==> src/rtl/vp_seq_pkg.sv <==
// Shared definitions for the vector-processor command sequencer:
// command width, opcode constants, FSM state type and an opcode legality helper.
package vp_seq_pkg;

    localparam int CMD_W = 13;

    localparam logic [2:0] OP_NOP   = 3'b000;
    localparam logic [2:0] OP_LOAD  = 3'b001;
    localparam logic [2:0] OP_STORE = 3'b011;
    localparam logic [2:0] OP_ADD   = 3'b100;
    localparam logic [2:0] OP_MUL   = 3'b110;

    typedef enum logic [1:0] {
        ST_IDLE,
        ST_INIT,
        ST_RUN,
        ST_GAP
    } state_t;

    // True for opcodes the processor understands; 010, 101 and 111 are reserved.
    function automatic logic op_is_legal(input logic [2:0] op);
        return (op == OP_NOP) || (op == OP_LOAD) || (op == OP_STORE) ||
               (op == OP_ADD) || (op == OP_MUL);
    endfunction

endpackage

==> src/rtl/vp_cmd_fifo.sv <==
// Command FIFO for the sequencer: DEPTH entries (power of two), wrapping
// pointers, registered occupancy. Never overwrites: pushes on full and pops
// on empty are ignored.
module vp_cmd_fifo
    import vp_seq_pkg::*;
#(
    parameter int DEPTH = 4
) (
    input  logic                   clk,
    input  logic                   reset,
    input  logic                   push,
    input  logic                   pop,
    input  logic [CMD_W-1:0]       din,
    output logic [CMD_W-1:0]       head,
    output logic [$clog2(DEPTH):0] level,
    output logic                   full,
    output logic                   empty
);

    localparam int AW = $clog2(DEPTH);
    localparam logic [AW:0] LVL_FULL = (AW + 1)'(DEPTH);

    logic [CMD_W-1:0] mem [DEPTH];
    logic [AW-1:0]    wr_ptr;
    logic [AW-1:0]    rd_ptr;
    logic             do_push;
    logic             do_pop;

    assign full    = (level == LVL_FULL);
    assign empty   = (level == '0);
    assign do_push = push && !full;
    assign do_pop  = pop && !empty;
    assign head    = mem[rd_ptr];

    // Pointers and occupancy; pointer width equals log2(DEPTH) so they wrap naturally.
    always_ff @(posedge clk) begin
        if (!reset) begin
            wr_ptr <= '0;
            rd_ptr <= '0;
            level  <= '0;
        end else begin
            if (do_push) wr_ptr <= wr_ptr + 1'b1;
            if (do_pop)  rd_ptr <= rd_ptr + 1'b1;
            case ({do_push, do_pop})
                2'b10:   level <= level + 1'b1;
                2'b01:   level <= level - 1'b1;
                default: level <= level;
            endcase
        end
    end

    // Storage write; nothing is stored in a reset cycle.
    always_ff @(posedge clk) begin
        if (reset && do_push) mem[wr_ptr] <= din;
    end

endmodule

==> src/rtl/vp_cmd_sequencer.sv <==
// Command sequencer: queues host commands and, after a start request,
// pulses set once and then issues one queued command per cycle to the
// vector processor, inserting MUL_GAP NOP cycles after every multiply.
// Reserved opcodes are dropped (a zero slot is issued instead).
// Optional feature: define VP_SEQ_ISSUE_COUNT_EN to add issued_count.
module vp_cmd_sequencer
    import vp_seq_pkg::*;
#(
    parameter int DEPTH   = 4,
    parameter int MUL_GAP = 1
) (
    input  logic                   clk,
    input  logic                   reset,
    input  logic                   start,
    input  logic [12:0]            cmd_in,
    input  logic                   cmd_valid,
    output logic                   cmd_ready,
    output logic                   set,
    output logic [12:0]            instruction_set,
    output logic                   busy,
    output logic [$clog2(DEPTH):0] fifo_level
`ifdef VP_SEQ_ISSUE_COUNT_EN
    ,
    output logic [15:0]            issued_count
`endif
);

    localparam int LW = $clog2(DEPTH) + 1;
    localparam logic [LW-1:0] LVL_ONE  = LW'(1);
    localparam logic [2:0]    GAP_LOAD = 3'(MUL_GAP);

    state_t           state;
    state_t           state_nxt;
    logic [2:0]       gap_cnt;
    logic             push;
    logic             pop;
    logic             full;
    logic             empty;
    logic [CMD_W-1:0] head;
    logic [2:0]       head_op;
    logic             head_legal;
    logic             busy_nxt;

    assign cmd_ready  = !full;
    assign push       = cmd_valid && cmd_ready;
    assign head_op    = head[12:10];
    assign head_legal = op_is_legal(head_op);

    vp_cmd_fifo #(
        .DEPTH (DEPTH)
    ) u_fifo (
        .clk   (clk),
        .reset (reset),
        .push  (push),
        .pop   (pop),
        .din   (cmd_in),
        .head  (head),
        .level (fifo_level),
        .full  (full),
        .empty (empty)
    );

    // State register.
    always_ff @(posedge clk) begin
        if (!reset) state <= ST_IDLE;
        else        state <= state_nxt;
    end

    // Next-state and pop decision; a MUL only opens a gap when MUL_GAP is non-zero.
    always_comb begin
        state_nxt = state;
        pop       = 1'b0;
        unique case (state)
            ST_IDLE: if (start) state_nxt = ST_INIT;
            ST_INIT: state_nxt = ST_RUN;
            ST_RUN: begin
                if (!empty) begin
                    pop = 1'b1;
                    if ((head_op == OP_MUL) && (MUL_GAP != 0)) state_nxt = ST_GAP;
                end
            end
            ST_GAP:  if (gap_cnt <= 3'd1) state_nxt = ST_RUN;
            default: state_nxt = ST_IDLE;
        endcase
    end

    // Gap counter: loaded when a multiply is issued, counts down through GAP.
    always_ff @(posedge clk) begin
        if (!reset) begin
            gap_cnt <= '0;
        end else if ((state == ST_RUN) && (state_nxt == ST_GAP)) begin
            gap_cnt <= GAP_LOAD;
        end else if ((state == ST_GAP) && (gap_cnt != '0)) begin
            gap_cnt <= gap_cnt - 1'b1;
        end
    end

    // Busy reflects the state and occupancy that will hold after this edge.
    always_comb begin
        busy_nxt = (state_nxt != ST_IDLE) || push || (fifo_level > LVL_ONE) ||
                   ((fifo_level == LVL_ONE) && !pop);
    end

    // Registered outputs: set pulse on start from IDLE, popped command one cycle later.
    always_ff @(posedge clk) begin
        if (!reset) begin
            set             <= 1'b0;
            instruction_set <= '0;
            busy            <= 1'b0;
        end else begin
            set             <= (state == ST_IDLE) && start;
            instruction_set <= (pop && head_legal) ? head : '0;
            busy            <= busy_nxt;
        end
    end

`ifdef VP_SEQ_ISSUE_COUNT_EN
    // Count real issued work: legal, non-NOP commands; wraps at 16 bits.
    always_ff @(posedge clk) begin
        if (!reset) begin
            issued_count <= '0;
        end else if (pop && head_legal && (head_op != OP_NOP)) begin
            issued_count <= issued_count + 16'd1;
        end
    end
`endif

endmodule

==> config.mk <==
export PLATFORM = sky130hd
export DESIGN_NAME = vp_cmd_sequencer
export DESIGN_NICKNAME = d
export VERILOG_FILES = /design/src/rtl/vp_seq_pkg.sv /design/src/rtl/vp_cmd_fifo.sv /design/src/rtl/vp_cmd_sequencer.sv
export SDC_FILE = /design/constraint.sdc
export NUM_CORES = 1
export LEC_CHECK = 0
export CORE_UTILIZATION = 50
export CTS_CLUSTER_DIAMETER = 40
export DETAILED_ROUTE_END_ITERATION = 8
export PLACE_DENSITY = 0.73
export SLEW_MARGIN = 20
export SYNTH_ARGS = -nofsm -noshare
export SYNTH_HDL_FRONTEND = slang
export SYNTH_SLANG_ARGS = --single-unit
==> constraint.sdc <==
create_clock -name clk -period 5.5 [get_ports clk]
set_input_delay 1.1 -clock clk [delete_from_list [all_inputs] [get_ports clk]]
set_output_delay 1.1 -clock clk [all_outputs]
set_load 0.05 [all_outputs]
==> results of run 1 <==
## where the power goes
| group | internal [mW] | switching (mW) | total, mW |
|---|---|---|---|
| combinational | 0.0595 | 0.0659 | 0.125 |
| sequential | 0.669 | 0.0172 | 0.686 |
| clock | 0.198 | 0.197 | 0.396 |
## metal layers
layer / GRT usage (%) / share of wire [%] / up-vias
li1: - / - / 793
met5: 0 / 0 / -
met1: 24.2 / 47 / 780
met2: 25.2 / 48 / 30
met4: 8.42 / 1.6 / 0
met3: 5.44 / 3.8 / 8
## sequential cells by signal (all words and copies together) (netlist names), named ones only
register and cells:
u_fifo.mem 52, instruction_set 13, gap_cnt 3, u_fifo.level 3
state 2, u_fifo.rd_ptr 2, u_fifo.wr_ptr 2, busy 1
set 1
## area by class of cell
type | instances | share of cell area (%)
sequential | 81 | 57.0
inverter | 8 | 0.799
clock inverter | 3 | 0.366
tap | 75 | 2.50
clock buffer | 13 | 4.50
multi-input combinational | 96 | 25.5
timing repair buffer | 35 | 9.32
## worst min-delay path, delay by kind of cell, from the launching register on
| family | cells | cell delay [ns] |
|---|---|---|
| AO/OA/AOI/OAI | 2 | 0.17 |
| flip-flops | 1 | 0.36 |
## layout by cell type (no fill, tap or decap), drive strengths merged, types with 2 or more instances in the layout
master,n
a21boi,3
and2,6
clkinv,3
xor2,2
nor2,3
clkbuf,13
mux4,13
o21ai,6
a21oi,2
nand2,8
and3,7
ha,12
clkdlybuf4s50,35
edfxtp,52
nand3,2
xnor2,5
nor3,2
dfxtp,29
inv,8
nor2b,12
## per-stage QoR
step / util [%] / cells / hold slack, ns
final: 62.4 / 311 / 0.581
after global routing: 62.4 / 311 / 0.630
after CTS: 62.4 / 311 / 0.582
after detailed placement: 59.3 / 295 / 0.568
after global placement: 59.3 / 295 / 0.553
after floorplan: - / 190 / 0.505
## how the worst min path moves through the flow
stage               slack [ns]              end  depth (start not counted)
floorplan                 0.50              set                          2
finish                    0.58  u_fifo.level[2]                          2
CTS                       0.58  u_fifo.level[2]                          2
global placement          0.55         state[0]                          1
global route              0.63  u_fifo.level[2]                          2
detailed placement        0.57         state[0]                          1
## logic make-up (layout without fill, tap and decap cells)
| kind of cell | after synthesis | after routing |
|---|---|---|
| AO/OA/AOI/OAI | 14 | 14 |
| XOR/XNOR | 7 | 7 |
| adder cells (fa/ha/maj) | 12 | 12 |
| buffers and inverters | 13 | 59 |
| flip-flops | 81 | 81 |
| multiplexers | 14 | 14 |
| AND/OR/NAND/NOR | 49 | 49 |
==> results.ini, run 1 <==
[outcome]
status=finished clean

[sta]
tightest_slew_ns=0.769
max_slew_margin_pct=48.7
setup-tns-final_ns=0
drv_slew=0
rsz0062_at_grt=false
post-route-period-util_pct=55.8
skew_ns=0.00674
setup_ws_ns=2.43
setup_viol=0
fin_crit_ns=3.07
hold_viol_final=0
fmax_mhz=326

[clocking]
cts_tree=built
clock_latency_ns=0.34
cts_resized=0
clockBufferDepth=2
cts_htree_levels=3
holdBufCountCts=0
post_cts_buffers=0
cts-buffers-inserted=9
cts.sinks=81
cts_root_buf=clkbuf_8
path_clk_slew_ns=0.07

[synth]
ys_top_cells_by_area=edfxtp_1 49%, dfxtp_1 18%, mux4_1 5.8%
synth_xor_xnor_area_share_pct=1.93
synth_nets=219
syn_area_mm2=0.00317
yosysTopAreaCell=edfxtp_1
synthMostInstantiatedCell=edfxtp_1
synthMuxAreaShare_pct=10.4
synthCells=190
synth_edf_count=52
synth_ff_type=edfxtp_1
ys_ff_latch=81
post_synth_fa_ha_maj_area_fraction_pct=4.73
synth-simple-area-share_pct=10.4
ys_seq_area_share_pct=67.5
synth_area_per_cell_um2=16.7
synth_compound_area_share_pct=2.72
synth.distinct_cells=37
synth_top_family_by_area=simple AND/OR/NAND/NOR gates
synth-async-reset-ratio_pct=0
synth_warnings=0
synth_commonest_cells=52 x edfxtp_1, 29 x dfxtp_1, 12 x ha_1, 9 x nor2b_2
synth_top_area_share_pct=49.2

[pwr]
power_mw=1.21
powerDensity_mw_per_mm2=321
ir_worst_vdd_v=0.000166
leakagePower_nw=1.31

[floorplanning]
core_area_mm2=0.00603
rows=28
die_area_mm2=0.00667
io_pins=36
die_y_um=81.7
die_x_um=81.7
initial_core_util_pct=52.7

[cells_and_area]
drive_gt1_share_pct=14.4
multi_input_area_um2=958
diodes=0
layout.nets=260
seq_area_mm2=0.00214
nFillCells=445
area_growth_pct=18.4
final_cell_area_mm2=0.00376

[critical_path]
slowest_delay_ns=0.79
crit_cells=4
crit_type=reg -> out
cp_max_fo=5
cp_slowest_cell=clkdlybuf4s50_1
critical_path.cell_chain=inv_1, ha_1, nand2_1, clkdlybuf4s50_1
r2r_setup_slack_ns=3.18
crit_buf_inv=2
cp.required_ns=4.40
cp-end-kind=output pin
r2r.worst_path.cells=4
cp.arrival_ns=1.97
cp_top_family=buffers and inverters
setup.worst_path.start=u_fifo.level[1]
start_kind=register
r2r_end=instruction_set[1]
cp-endpoint=cmd_ready

[hold_path]
holdCritPathClass=reg -> reg
min_from=u_fifo.level[2]

[placement]
dp_hpwl_um=3390
post_dp_cell_area_mm2=0.00357
post-place-ws_ns=2.36
gp_congestion=0.641
numPortBuffers=35

[detailed_routing]
drt_wl_total_um=5040
via_per_inst=5.18
ant_nets=0
vias=1611
first_pass_iters=4
drt_iter0_drc=77
drc=0
wl_per_cell_um=16.2

[grt]
grt_util_all_layers_pct=17.5
antenna_found_initial=0
grt.overflow.total=0
grt_pass1_wl_um=8090
grt_start_max_net_pins=21
grt_pass1_vias=1534

[job]
drv_cap=0

(Power assumes the default switching activity.)
==> run 2: changes to the inputs <==
==> constraint.sdc (replaced) <==
create_clock -name clk -period 2.83 [get_ports clk]
set_input_delay 0.566 -clock clk [delete_from_list [all_inputs] [get_ports clk]]
set_output_delay 0.566 -clock clk [all_outputs]
set_load 0.05 [all_outputs]
==> run 2 against run 1 <==
Utilization is 0.81 points higher. Die area stayed put. Design area is 1.3% higher. Clock skew is essentially flat. Final cell count up 1.9%. Combinational power grew 100%. Clock power is 99% higher. Total power rose by 96%. Worst hold slack worse by 0.0062 ns. Global-route usage shrank 0.38 points. Non-clock buffer count increased by 6.
==> results.ini, run 2 (synthesis results as in run 1) <==
[critical_path]
cp.arrival_ns=1.96
start_kind=register
crit_buf_inv=2
cp_top_family=buffers and inverters
r2r_setup_slack_ns=0.65
slowest_delay_ns=0.79
cp_slowest_cell=clkdlybuf4s50_1
critical_path.cell_chain=inv_1, ha_1, nand2_1, clkdlybuf4s50_1
cp.required_ns=2.26
cp_max_fo=5
crit_type=reg -> out
cp-end-kind=output pin

[cells_and_area]
layout_common_cells=52 x edfxtp_1, 35 x clkdlybuf4s50_1, 29 x dfxtp_1
multi_input_area_um2=958
nFillCells=446
area_growth_pct=19.9
final_common_cell=edfxtp_1
seq_area_mm2=0.00214
regMostFlops=u_fifo.mem
diodes=0
drive_gt1_share_pct=16.9
reg_top3=u_fifo.mem (52), instruction_set (13)
largest_reg_flops=52
layout.nets=266

[outcome]
status=finished clean

[grt]
grt_util_all_layers_pct=17.1
grt_pass1_wl_um=7920
grt_pass1_vias=1590
grt.overflow.total=0
grt_start_max_net_pins=21
antenna_found_initial=0

[clocking]
post_cts_buffers=0
holdBufCountCts=0
clockBufferDepth=2
clock_latency_ns=0.34
cts_htree_levels=3
cts.sinks=81
cts-buffers-inserted=9
cts_resized=0
cts_root_buf=clkbuf_8
cts_tree=built
path_clk_slew_ns=0.08

[sta]
post-route-period-util_pct=89.2
rsz0062_at_grt=false
holdWs_ns=0.575
setup_viol=0
fmax_mhz=396
hold_viol_final=0
fin_crit_ns=2.53
skew_ns=0.00669
drv_slew=0
max_slew_margin_pct=57.9
tightest_slew_ns=0.630
setup-tns-final_ns=0

[detailed_routing]
drc=0
wl_per_cell_um=15.8
first_pass_iters=4
vias=1667
drt_iter0_drc=104
drt_wl_total_um=5010
via_per_inst=5.26
ant_nets=0

[floorplanning]
core_area_mm2=0.00603
die_area_mm2=0.00667
io_pins=36
die_y_um=81.7
initial_core_util_pct=52.7
rows=28
die_x_um=81.7

[job]
drv_cap=0

[placement]
gp_congestion=0.718
dp_hpwl_um=3340
numPortBuffers=35

[pwr]
ir_worst_vdd_v=0.000320
powerDensity_mw_per_mm2=623
leakagePower_nw=1.34

[hold_path]
holdCritPathClass=reg -> reg

==> run 2: path summary, 6_finish.rpt <==
path / start / to / depth (start not counted)
max: u_fifo.level[0] / cmd_ready / 4
min: u_fifo.level[2] / u_fifo.level[2] / 2
max reg2reg: u_fifo.level[1] / u_fifo.level[2] / 7
min reg2reg: u_fifo.level[2] / u_fifo.level[2] / 2
==> run 2: through the flow <==
stage          utilization [%]  setup WS, ns  cell area (um^2)  std cells  total power [mW]
6_report                  63.2         0.305              3810        317              2.37
5_1_grt                   63.2         0.204              3810        317              2.46
4_1_cts                   63.2         0.287              3810        317              2.40
3_5_place_dp              60.1         0.464              3620        301              1.61
3_3_place_gp              60.1         0.487              3620        301              1.61
2_1_floorplan                -         0.445              3170        190              1.52
==> run 2: metal layers <==
layer | global-route usage [%] | wire length (um) | vias to the layer above
met4 | 9.47 | 99 | 0
li1 | - | - | 812
met3 | 4.00 | 150 | 10
met1 | 22.2 | 2370 | 813
met2 | 26.6 | 2390 | 32
met5 | 0 | 0 | -
==> run 2: area by class of cell <==
cell class / count / area share (%)
Clock buffer: 10 / 3.35
Clock inverter: 6 / 1.55
Inverter: 8 / 0.789
Multi-Input combinational cell: 96 / 25.2
Sequential cell: 81 / 56.3
Tap cell: 75 / 2.47
Timing Repair Buffer: 41 / 10.4
==> run 2: report_power, final <==
group / internal (mW) / switching [mW]
logic: 0.121 / 0.131
clock network: 0.403 / 0.387
registers: 1.30 / 0.0300
total: 1.82 / 0.548
==> run 2: worst reg2reg max path: stages (launching register included) <==
cell,delay [ns]
dfxtp_1,0.36
inv_1,0.11
ha_1,0.20
or2b_2,0.32
and3b_1,0.21
ha_1,0.36
or3_1,0.38
a21boi_0,0.16
==> run 3: changes to the inputs <==
--- a/config.mk
+++ b/config.mk
@@ -8,7 +8,7 @@
 export CORE_UTILIZATION = 50
 export CTS_CLUSTER_DIAMETER = 40
 export DETAILED_ROUTE_END_ITERATION = 8
-export PLACE_DENSITY = 0.73
+export PLACE_DENSITY = 0.72
 export SLEW_MARGIN = 20
 export SYNTH_ARGS = -nofsm -noshare
 export SYNTH_HDL_FRONTEND = slang
==> run 3 against run 2 <==
Total power rose by 1.5%. Clock power increased by 4.3%. Via count fell by 2.4%. Sequential power barely moved. Setup slack gained 0.034 ns. Design area is 0.69% higher. Utilization up 0.44 points. Worst hold slack better by 0.0012 ns. Flip-flop and latch count unchanged. Critical path type unchanged. Combinational power barely moved.
==> results.ini, run 3 (synthesis results as in run 1) <==
[outcome]
status=finished clean

[critical_path]
slowest_delay_ns=0.79
start_kind=register
cp.required_ns=2.26
cp-end-kind=output pin
cp_slowest_cell=clkdlybuf4s50_1
crit_type=reg -> out
critical_path.cell_chain=inv_1, ha_1, nand2_1, clkdlybuf4s50_1
cp_max_fo=5
cp.arrival_ns=1.93

[detailed_routing]
ant_nets=0
vias=1627
first_pass_iters=4
via_per_inst=5.10
drc=0
wl_per_cell_um=14.9
drt_wl_total_um=4760
drt_iter0_drc=92

[placement]
place_inst=303
gp_congestion=0.730
dp_hpwl_um=3170
numPortBuffers=35

[sta]
fin_crit_ns=2.49
drv_slew=0
setup-tns-final_ns=0
hold_viol_final=0
tightest_slew_ns=0.512
post-route-period-util_pct=88.0
fmax_mhz=401
skew_ns=0.00812
rsz0062_at_grt=false
setup_viol=0
max_slew_margin_pct=65.8

[clocking]
cts_root_buf=clkbuf_8
cts_tree=built
post_cts_buffers=0
holdBufCountCts=0
cts.sinks=81
path_clk_slew_ns=0.08
clockBufferDepth=2
cts_resized=0
clock_latency_ns=0.34
cts-buffers-inserted=9
cts_htree_levels=3

[job]
drv_cap=0

[grt]
grt_pass1_wl_um=7890
grt_pass1_vias=1623
antenna_found_initial=0
grt.overflow.total=0
grt_util_all_layers_pct=16.7
grt_start_max_net_pins=14

[cells_and_area]
regMostFlops=u_fifo.mem
area_growth_pct=20.7
largest_reg_flops=52
final_cells=319
final_common_cell=edfxtp_1
drive_gt1_share_pct=17.2
reg_top3=u_fifo.mem (52), instruction_set (13)
diodes=0
layout.nets=268
layout_common_cells=52 x edfxtp_1, 35 x clkdlybuf4s50_1, 29 x dfxtp_1

[floorplanning]
io_pins=36
rows=28
initial_core_util_pct=52.7
die_x_um=81.7
die_area_mm2=0.00667
die_y_um=81.7
core_area_mm2=0.00603

[pwr]
power_mw=2.41
powerDensity_mw_per_mm2=628
leakagePower_nw=1.36
ir_worst_vdd_v=0.000324

[hold_path]
holdCritPathClass=reg -> reg

==> run 3: cell count changes in the layout (fill, tap and decap cells not counted) <==
| cell | change |
|---|---|
| clkinv_2 | -3 |
| buf_4 | +2 |
| clkbuf_1 | +1 |
| clkbuf_8 | +1 |
| clkinv_4 | +1 |
==> run 3: worst paths after layout <==
| path | slack [ns] | endpoint | cells after the start | startpoint |
|---|---|---|---|---|
| hold / removal | 0.58 | state[0] | 1 | state[1] |
| hold reg to reg | 0.58 | state[0] | 1 | state[1] |
| setup / recovery | 0.34 | cmd_ready | 4 | u_fifo.level[1] |
| setup reg to reg | 0.62 | u_fifo.level[2] | 7 | u_fifo.level[1] |
==> run 3: critical path: cells and delay by family (launching register included) <==
kind          cells  cell delay (ns)
simple gates      1             0.07
buf+inv           2             0.90
fa+ha+maj         1             0.22
flops             1             0.41
==> run 3: layer usage <==
layer / wire, um / share of wire [%] / up-vias / GRT usage, %
met5: 0 / 0 / - / 0
met4: 73 / 1.5 / 0 / 7.89
met3: 132 / 2.8 / 8 / 3.67
met2: 2280 / 48 / 23 / 25.6
met1: 2270 / 48 / 789 / 22.7
li1: - / - / 807 / -
==> run 3: metrics by stage <==
step / setup WS (ns) / util [%] / hold slack [ns] / instance area, um^2
global route: 0.214 / 63.6 / 0.623 / 3830
detailed placement: 0.569 / 60.3 / 0.552 / 3630
global placement: 0.613 / 60.3 / 0.552 / 3630
CTS: 0.321 / 63.6 / 0.566 / 3830
finish: 0.338 / 63.6 / 0.576 / 3830
floorplan: 0.445 / - / 0.505 / 3170
==> run 3: final cells by class <==
type | count | area, um^2
Fill cell | 456 | 2190
Sequential cell | 81 | 2140
Multi-Input combinational cell | 96 | 958
Timing Repair Buffer | 43 | 410
Clock buffer | 12 | 145
Tap cell | 75 | 93.8
Clock inverter | 4 | 52.6
Inverter | 8 | 30.0
==> run 3: where the power goes <==
| group | total, mW | switching (mW) | internal, mW | leakage, nW |
|---|---|---|---|---|
| clock network | 0.824 | 0.390 | 0.434 | 0.101 |
| registers | 1.33 | 0.0273 | 1.30 | 0.708 |
| logic | 0.256 | 0.134 | 0.122 | 0.547 |
==> RTL edit, RTL diff (config.mk and constraints of run 3) <==
`DEPTH` is set to 4 in 2 places; all go to 8.
--- a/src/rtl/vp_cmd_fifo.sv
+++ b/src/rtl/vp_cmd_fifo.sv
@@ -5,5 +5,5 @@
     import vp_seq_pkg::*;
 #(
-    parameter int DEPTH = 4
+    parameter int DEPTH = 8
 ) (
     input  logic                   clk,
--- a/src/rtl/vp_cmd_sequencer.sv
+++ b/src/rtl/vp_cmd_sequencer.sv
@@ -7,5 +7,5 @@
     import vp_seq_pkg::*;
 #(
-    parameter int DEPTH   = 4,
+    parameter int DEPTH   = 8,
     parameter int MUL_GAP = 1
 ) (
Interface: changed (resized fifo_level); port bits go from 36 to 37. The function was not compared with the original's and may differ.
==> RTL edit against run 3 <==
Via count is 68% higher; setup slack worse by 0.090 ns; area after synthesis rose by 67%; cell area up 70%; sequential cell count up 56; critical path depth grew 6; wire length rose by 100%; count of clock-buffer cells in the layout grew 10; cell count up 57%; total power rose by 91%.
==> RTL edit: results (changes against run 3) <==
outcome:
  status: "finished, final reports clean"
drt:
  wl_met3_um: 389  # +190%
  routed_via_density: 5.46  # +7.1%
  met2WireLength_um: 4870  # +110%
  drt_iter0_markers: 134  # +46%
  wl_met1_um: 4260  # +88%
  routedWlPerCell_um: 19.2  # +29%
logic_synthesis:
  yosys-mux-area-fraction: 0.139  # +0.0356
  synth_cell_types: 39  # +5.4%
  synth_fa_ha_area_frac: 0.0213  # -0.0260
  synth-seq-area-share: 0.715  # +0.0401
  syn_nets: 318  # +45%
  synth_compound_area_frac: 0.0163  # -0.0109
  synth_xor_area_frac: 0.0116  # -0.00773
  synth_edf_count: 104  # +100%
  synth_area_leaders: "edfxtp_1 59%, dfxtp_1 12%, mux4_2 11%"
global_routing:
  grt_max_degree: 24  # +10
  grt_pass1_vias: 2850  # +76%
  met3_usage: 0.0480  # +0.0114
  grt_pass1_wl_um: 15500  # +96%
  use_met2: 0.314  # +0.0578
  grt.total_usage: 0.196  # +0.0291
  use_met1: 0.260  # +0.0332
placement:
  placed_area_mm2: 0.00593  # +63%
  gp_congestion: 0.748  # +2.6%
  dp_hpwl_um: 6200  # +96%
  dp_worst_setup_slack_ns: 0.284  # -0.285 ns
  numPortBuffers: 36  # +2.9%
final_layout:
  reg_top3: "u_fifo.mem: 104 flops, instruction_set: 13 flops, u_fifo.level: 4 flops"
  fillers: 738  # +62%
  layout-drive-gt1-share: 0.252  # +0.0799
  num-nets-final: 378  # +41%
power:
  combPwrFrac: 0.057  # -0.050
  p_sw_w: 0.000959  # +74%
  p_leak_nw: 2.11  # +56%
  vdd_drop_max_mv: 0.427  # +32%
timing:
  worst_pin_slew_ns: 0.574  # +0.0618 ns
  worst_clock_skew_ns: 0.00736  # -0.000766 ns
clock_tree:
  cts_buffers: 17  # +8
  clkTransAtPathRegs_ns: 0.06  # -0.02 ns
RTL edit: path summary, 6_finish.rpt:
| path | start | depth (start not counted) | slack [ns] | endpoint |
|---|---|---|---|---|
| setup / recovery | u_fifo.level[0]$_SDFFE_PN0P_ | 10 | 0.25 | u_fifo.level[3]$_SDFFE_PN0P_ |
| hold reg to reg | u_fifo.wr_ptr[0]$_SDFFE_PN0P_ | 2 | 0.50 | u_fifo.wr_ptr[0]$_SDFFE_PN0P_ |
| hold / removal | u_fifo.wr_ptr[0]$_SDFFE_PN0P_ | 2 | 0.50 | u_fifo.wr_ptr[0]$_SDFFE_PN0P_ |
| setup reg to reg | u_fifo.level[0]$_SDFFE_PN0P_ | 10 | 0.25 | u_fifo.level[3]$_SDFFE_PN0P_ |
RTL edit: worst max-delay path, delay by kind of cell (launching register included):
kind            cells  cell delay, ns
buf+inv             2            0.18
compound gates      1            0.17
fa+ha+maj           2            0.45
xor+xnor            1            0.08
flops               1            0.40
simple gates        4            1.20
RTL edit: area by class of cell:
| class | count | share of cell area |
|---|---|---|
| Clock inverter | 10 | 0.0181 |
| Tap cell | 136 | 0.0261 |
| Multi-Input combinational cell | 137 | 0.224 |
| Inverter | 6 | 0.00346 |
| Sequential cell | 137 | 0.581 |
| Timing Repair Buffer | 53 | 0.0753 |
| Clock buffer | 22 | 0.0711 |
RTL edit: metrics by stage:
| step | setup TNS (ns) | instances | hold WS (ns) | power [W] |
|---|---|---|---|---|
| 6_report | 0 | 501 | 0.502 | 0.00459 |
| 5_1_grt | 0 | 501 | 0.550 | 0.00473 |
| 4_1_cts | 0 | 501 | 0.510 | 0.00462 |
| 3_5_place_dp | 0 | 469 | 0.503 | 0.00253 |
| 3_3_place_gp | 0 | 469 | 0.475 | 0.00252 |
| 2_1_floorplan | -3.06 | 292 | 0.461 | 0.00243 |
